--- src/rtl/crc_lfsr_param.sv ---
// Bit-serial CRC engine for CAN / CAN FD with frame sequencing and receive-side CRC field check.
// Width, polynomial, init value and stuff-bit handling are set by parameters.
module crc_lfsr_param #(
  parameter int                 CRC_W        = 15,
  parameter logic [CRC_W-1:0]   POLY         = 15'h4599,
  parameter logic [CRC_W-1:0]   INIT         = 15'h0000,
  parameter bit                 STUFF_IN_CRC = 1'b0
) (
  input  logic             clk,
  input  logic             rst_n,
  input  logic             sof,
  input  logic             din,
  input  logic             din_valid,
  input  logic             stuff_bit,
  input  logic             data_end,
  input  logic             abort,
  output logic [CRC_W-1:0] crc,
  output logic             busy,
  output logic             crc_valid,
  output logic             crc_ok,
  output logic             crc_err
);

  localparam int CNT_W = $clog2(CRC_W + 1);

  typedef enum logic [1:0] {
    S_IDLE  = 2'd0,
    S_CALC  = 2'd1,
    S_CHECK = 2'd2,
    S_DONE  = 2'd3
  } state_t;

  state_t             state_r, state_s;
  logic [CRC_W-1:0]   crc_r, crc_s;
  logic [CNT_W-1:0]   cnt_r, cnt_s;
  logic               mismatch_r, mismatch_s;
  logic               busy_r, valid_r, ok_r, err_r;
  logic               accept_s;
  logic [CNT_W-1:0]   cnt_inc_s;
  logic [CRC_W-1:0]   field_shift_s;

  function automatic logic [CRC_W-1:0] lfsr_step(input logic [CRC_W-1:0] c, input logic b);
    logic fb;
    fb = b ^ c[CRC_W-1];
    return {c[CRC_W-2:0], 1'b0} ^ (fb ? POLY : {CRC_W{1'b0}});
  endfunction

  assign accept_s      = din_valid && (STUFF_IN_CRC || !stuff_bit);
  assign cnt_inc_s     = cnt_r + {{(CNT_W-1){1'b0}}, 1'b1};
  // Shifting the frozen CRC left by the count puts the expected field bit at the MSB.
  assign field_shift_s = crc_r << cnt_r;

  // Next-state, next-CRC and check-counter logic with abort > sof > data_end > bit priority.
  always_comb begin
    state_s    = state_r;
    crc_s      = crc_r;
    cnt_s      = cnt_r;
    mismatch_s = mismatch_r;
    if (abort) begin
      state_s = S_IDLE;
    end else if (sof) begin
      state_s    = S_CALC;
      crc_s      = accept_s ? lfsr_step(INIT, din) : INIT;
      cnt_s      = {CNT_W{1'b0}};
      mismatch_s = 1'b0;
    end else begin
      case (state_r)
        S_IDLE: begin
          state_s = S_IDLE;
        end
        S_CALC: begin
          if (accept_s) begin
            crc_s = lfsr_step(crc_r, din);
          end else begin
            crc_s = crc_r;
          end
          if (data_end) begin
            state_s    = S_CHECK;
            cnt_s      = {CNT_W{1'b0}};
            mismatch_s = 1'b0;
          end else begin
            state_s = S_CALC;
          end
        end
        S_CHECK: begin
          // Stuff bits never belong to the CRC field, whatever the CRC coverage policy.
          if (din_valid && !stuff_bit) begin
            if (din != field_shift_s[CRC_W-1]) begin
              mismatch_s = 1'b1;
            end else begin
              mismatch_s = mismatch_r;
            end
            cnt_s = cnt_inc_s;
            if (cnt_inc_s == CNT_W'(CRC_W)) begin
              state_s = S_DONE;
            end else begin
              state_s = S_CHECK;
            end
          end else begin
            state_s = S_CHECK;
          end
        end
        S_DONE: begin
          state_s = S_DONE;
        end
        default: begin
          state_s = S_IDLE;
        end
      endcase
    end
  end

  // State, CRC and registered status outputs.
  always_ff @(posedge clk or negedge rst_n) begin
    if (!rst_n) begin
      state_r    <= S_IDLE;
      crc_r      <= {CRC_W{1'b0}};
      cnt_r      <= {CNT_W{1'b0}};
      mismatch_r <= 1'b0;
      busy_r     <= 1'b0;
      valid_r    <= 1'b0;
      ok_r       <= 1'b0;
      err_r      <= 1'b0;
    end else begin
      state_r    <= state_s;
      crc_r      <= crc_s;
      cnt_r      <= cnt_s;
      mismatch_r <= mismatch_s;
      busy_r     <= (state_s == S_CALC) || (state_s == S_CHECK);
      valid_r    <= (state_s == S_DONE);
      ok_r       <= (state_s == S_DONE) && !mismatch_s;
      err_r      <= (state_s == S_DONE) && mismatch_s;
    end
  end

  assign crc       = crc_r;
  assign busy      = busy_r;
  assign crc_valid = valid_r;
  assign crc_ok    = ok_r;
  assign crc_err   = err_r;

endmodule

--- config.mk ---
export PLATFORM = sky130hd
export DESIGN_NAME = crc_lfsr_param
export DESIGN_NICKNAME = d
export VERILOG_FILES = /design/src/rtl/crc_lfsr_param.sv
export SDC_FILE = /design/constraint.sdc
export NUM_CORES = 1
export LEC_CHECK = 0
export BUFFER_PORTS_ARGS = -buffer_cell sky130_fd_sc_hd__buf_2
export CAP_MARGIN = 10
export CELL_PAD_IN_SITES_DETAIL_PLACEMENT = 0
export CELL_PAD_IN_SITES_GLOBAL_PLACEMENT = 1
export CORE_MARGIN = 3
export CORE_UTILIZATION = 42
export DETAILED_ROUTE_END_ITERATION = 12
export GPL_ROUTABILITY_DRIVEN = 1
export HOLD_SLACK_MARGIN = 0.08
export PLACE_DENSITY = 0.8
export SYNTH_ARGS = -nofsm -noshare
export SYNTH_HDL_FRONTEND = slang
export SYNTH_SLANG_ARGS = --single-unit
--- constraint.sdc ---
create_clock -name clk -period 2.7 [get_ports clk]
set_input_delay 0.405 -clock clk [delete_from_list [all_inputs] [get_ports clk]]
set_output_delay 0.405 -clock clk [all_outputs]
set_load 0.1 [all_outputs]
==> metrics.txt <==
# TYPE chip_impl_metric gauge
chip_impl_metric{name="max_freq",unit="MHz"} 398
chip_impl_metric{name="globalplace.congestion",unit=""} 0.800
chip_impl_metric{name="drc_errors",unit=""} 0
chip_impl_metric{name="timing.max_cap.violations",unit=""} 0
chip_impl_metric{name="dr.first_iter.drc_count",unit=""} 76
chip_impl_metric{name="post_synth_inst_count",unit=""} 164
chip_impl_metric{name="synthArstFlopShare",unit="%"} 100
chip_impl_metric{name="antenna_violating_nets_post_route",unit=""} 0
chip_impl_metric{name="total_wire_length",unit="um"} 3470
chip_impl_metric{name="buffer_ports.inserted",unit=""} 26
chip_impl_metric{name="largest_net_degree_at_the_start_of_global_routing",unit=""} 27
chip_impl_metric{name="vias_per_cell",unit=""} 5.40
chip_impl_metric{name="worst_slew_margin_rel",unit="%"} 55.2
chip_impl_metric{name="io_pins",unit=""} 27
chip_impl_metric{name="antenna_found_initial",unit=""} 0
chip_impl_metric{name="dp.cells",unit=""} 230
chip_impl_metric{name="timing.final.setup_violations",unit=""} 0
chip_impl_info{name="yosysTopAreaCell",value="dfrtp_1"} 1
chip_impl_metric{name="wire_per_inst",unit="um"} 14.8
chip_impl_metric{name="grt_util_all_layers",unit="%"} 17.1
chip_impl_info{name="cts_root_buf",value="clkbuf_8"} 1
chip_impl_metric{name="synth_enable_flop_cells",unit=""} 0
chip_impl_metric{name="place_hpwl",unit="um"} 2560
chip_impl_metric{name="report.final.slew_viol_count",unit=""} 0
chip_impl_metric{name="initial_core_utilization",unit="%"} 45.3
chip_impl_info{name="setup_repair_after_global_routing_missed_its_margin",value="false"} 1
chip_impl_metric{name="total_area_of_multi_input_combinational_cells",unit="sq um"} 836
chip_impl_info{name="worst-setup-path-type",value="reg -> reg"} 1
chip_impl_metric{name="finalHoldWorstSlack",unit="ns"} 0.115
chip_impl_metric{name="seq_cells_post_synth",unit=""} 26
chip_impl_metric{name="insertion_delay",unit="ns"} 0.28
chip_impl_metric{name="final-hold-violation-count",unit=""} 0
chip_impl_metric{name="count_of_distinct_cell_types_in_the_synthesized_netlist",unit=""} 38
chip_impl_metric{name="dpl_worst_slack",unit="ns"} 0.227
chip_impl_metric{name="post_cts_resize_count",unit=""} 0
chip_impl_metric{name="cts.sink_count",unit=""} 26
chip_impl_info{name="start_kind",value="flop"} 1
chip_impl_info{name="worstPathCellList",value="ha_1, nand2b_1, o22ai_1, a211oi_1, o31ai_1, ha_1, nor2b_1, a32o_1, or3_1"} 1
chip_impl_info{name="endpoint_class_of_the_critical_path",value="flop"} 1
chip_impl_metric{name="postSynthAreaPerCell",unit="sq um"} 9.50
chip_impl_metric{name="p_leak",unit="nW"} 0.809
chip_impl_metric{name="core_area",unit="sq um"} 3440
chip_impl_info{name="hold_class",value="in -> async"} 1
chip_impl_metric{name="synth_seq_area_share",unit="%"} 41.8
chip_impl_metric{name="critPathRequiredTime",unit="ns"} 2.86
chip_impl_info{name="netlist_top_cells_count",value="dfrtp_1, o21ai_0, nand2_1, nand2b_1, nor2_1"} 1
chip_impl_metric{name="finalClockSkew",unit="ns"} 0.00573
chip_impl_metric{name="dieHeight",unit="um"} 66.9
chip_impl_metric{name="layout_setup_ws",unit="ns"} 0.185
chip_impl_metric{name="chipWidth",unit="um"} 66.9
chip_impl_metric{name="number_of_buffers_added_to_fix_hold_violations_after_cts",unit=""} 0
chip_impl_metric{name="worst_pin_slew",unit="ns"} 0.669
chip_impl_metric{name="final_cells",unit=""} 234
chip_impl_metric{name="cts_buffer_depth",unit=""} 2
chip_impl_metric{name="final.fill_count",unit=""} 345
chip_impl_metric{name="design.final.nets",unit=""} 205
chip_impl_info{name="synth.top_cells.by_area",value="dfrtp_1, ha_1, o21ai_0"} 1
chip_impl_info{name="run_status",value="finished, final reports clean"} 1
chip_impl_metric{name="cts_buffers",unit=""} 3
chip_impl_info{name="yosysMostFrequentCell",value="dfrtp_1"} 1
chip_impl_metric{name="die-area",unit="sq um"} 4480
chip_impl_metric{name="mappedNetlistNets",unit=""} 180
chip_impl_metric{name="yosys_warnings",unit=""} 0
chip_impl_metric{name="vdd.ir_drop.worst",unit="uV"} 448
chip_impl_metric{name="timing.final.crit_share",unit="%"} 93.1
chip_impl_metric{name="finalWorstPathRequiredPeriod",unit="ns"} 2.51
chip_impl_metric{name="cts_post_setup_buffers_inserted",unit=""} 0
chip_impl_metric{name="seq_area",unit="sq um"} 651
chip_impl_info{name="tritoncts",value="built"} 1
chip_impl_metric{name="worst_setup_hold_path_clk_slew",unit="ns"} 0.09
chip_impl_metric{name="detailedRoute.firstPassIterationCount",unit=""} 4
chip_impl_metric{name="worst-endpoint-arrival",unit="ns"} 2.68
chip_impl_metric{name="flow.area_growth_from_synthesis",unit="%"} 13.4
chip_impl_info{name="critical_path.most_common_cell",value="ha_1"} 1
chip_impl_metric{name="synthesized_area",unit="sq um"} 1560
chip_impl_metric{name="clock_tree.htree_level_count",unit=""} 1
chip_impl_metric{name="num_vias",unit=""} 1263
chip_impl_metric{name="grt_pass1_wl",unit="um"} 5710
chip_impl_info{name="synth_flop_cell",value="dfrtp_1"} 1
chip_impl_metric{name="antenna-diode-count",unit=""} 0
chip_impl_metric{name="tns",unit="ns"} 0
chip_impl_metric{name="power_density",unit="nW/um^2"} 692
chip_impl_metric{name="fraction_of_synthesized_cell_area_taken_by_the_top_area_cell_type",unit="%"} 41.8
chip_impl_metric{name="final_layout_size_suffix_gt1_share",unit="%"} 19.7
chip_impl_metric{name="worst_path_largest_cell_delay",unit="ns"} 0.58
chip_impl_metric{name="worst-path-max-fanout",unit=""} 11
chip_impl_metric{name="row_count",unit=""} 21
chip_impl_metric{name="globalRoute.totalOverflow",unit=""} 0
chip_impl_metric{name="first_global_vias",unit=""} 1171
chip_impl_info{name="slowest_cell_on_the_critical_path",value="dfrtp_1"} 1
-- final timing paths --
kind	start	end	slack (ns)	cells after the start
max	cnt_r[1]	crc_err	0.19	9
min	rst_n	state_r[1]	0.12	1
max reg2reg	cnt_r[1]	crc_err	0.19	9
min reg2reg	crc[1]	crc[1]	0.55	2
max in group asynchronous	rst_n	crc[7]	2.18	1
min in group clk	abort	state_r[1]	0.40	2
-- flip-flops by register name, indices dropped and copies added, names as in the netlist --
register,count
busy,1
state_r,2
crc,15
cnt_r,4
crc_valid,1
mismatch_r,1
crc_ok,1
crc_err,1
-- critical path, delay by kind of cell, from the launching register on --
kind | cells | cell delay [ns]
fa+ha+maj | 2 | 0.54
simple gates | 3 | 0.61
flops | 1 | 0.58
compound gates | 4 | 0.67
-- per-layer routing --
layer  vias to the layer above  GRT usage (%)  part of all wire (%)
li1                        616              -                     -
met1                       613           23.4                    47
met2                        29           27.2                    46
met3                         5           4.22                   5.8
met4                         0           3.80                  0.98
met5                         -              0                     0
-- power by group --
group          internal, W  switching (W)  total, W
combinational     0.000103       0.000382  0.000485
clock             0.000131       0.000133  0.000264
sequential        0.000428      0.0000463  0.000474
total             0.000662       0.000561   0.00122
-- cell families (layout without fill, tap and decap cells) --
logic type      Yosys count  after routing  synth area share (%)
simple gates             58             58                  19.4
compound gates           42             42                  17.1
flops                    26             26                  41.8
buf+inv                  15             39                  4.58
xor+xnor                  9              9                  5.06
fa+ha+maj                 8              8                  6.43
mux                       6              6                  5.70
-- final cells by class --
class,instances,share of cell area (%)
sequential,26,36.8
clock buffer,4,3.12
timing repair buffer,27,7.79
inverter,8,1.70
tap,46,3.26
multi-input combinational,123,47.3
-- cells in the final DEF (no fill, tap or decap), drive strengths merged, types with 2 or more instances in the layout --
master,instances
buf,27
dfrtp,26
o21ai,20
nand2,17
nand2b,13
nor2,9
inv,8
xnor2,8
ha,8
nor2b,6
o22a,6
clkbuf,4
o22ai,3
a21oi,3
mux2,3
and3,2
a211oi,2
o31ai,2
mux4,2
o21a,2
nand3,2
-- per-stage QoR --
step                instance area [sq um]  utilization [%]  power [W]
floorplan                            1560                -   0.000878
global placement                     1710             49.7   0.000965
detailed placement                   1710             49.7   0.000970
CTS                                  1770             51.3    0.00123
global route                         1770             51.3    0.00128
finish                               1770             51.3    0.00122
Note: power is estimated with default switching activity, not from simulation.
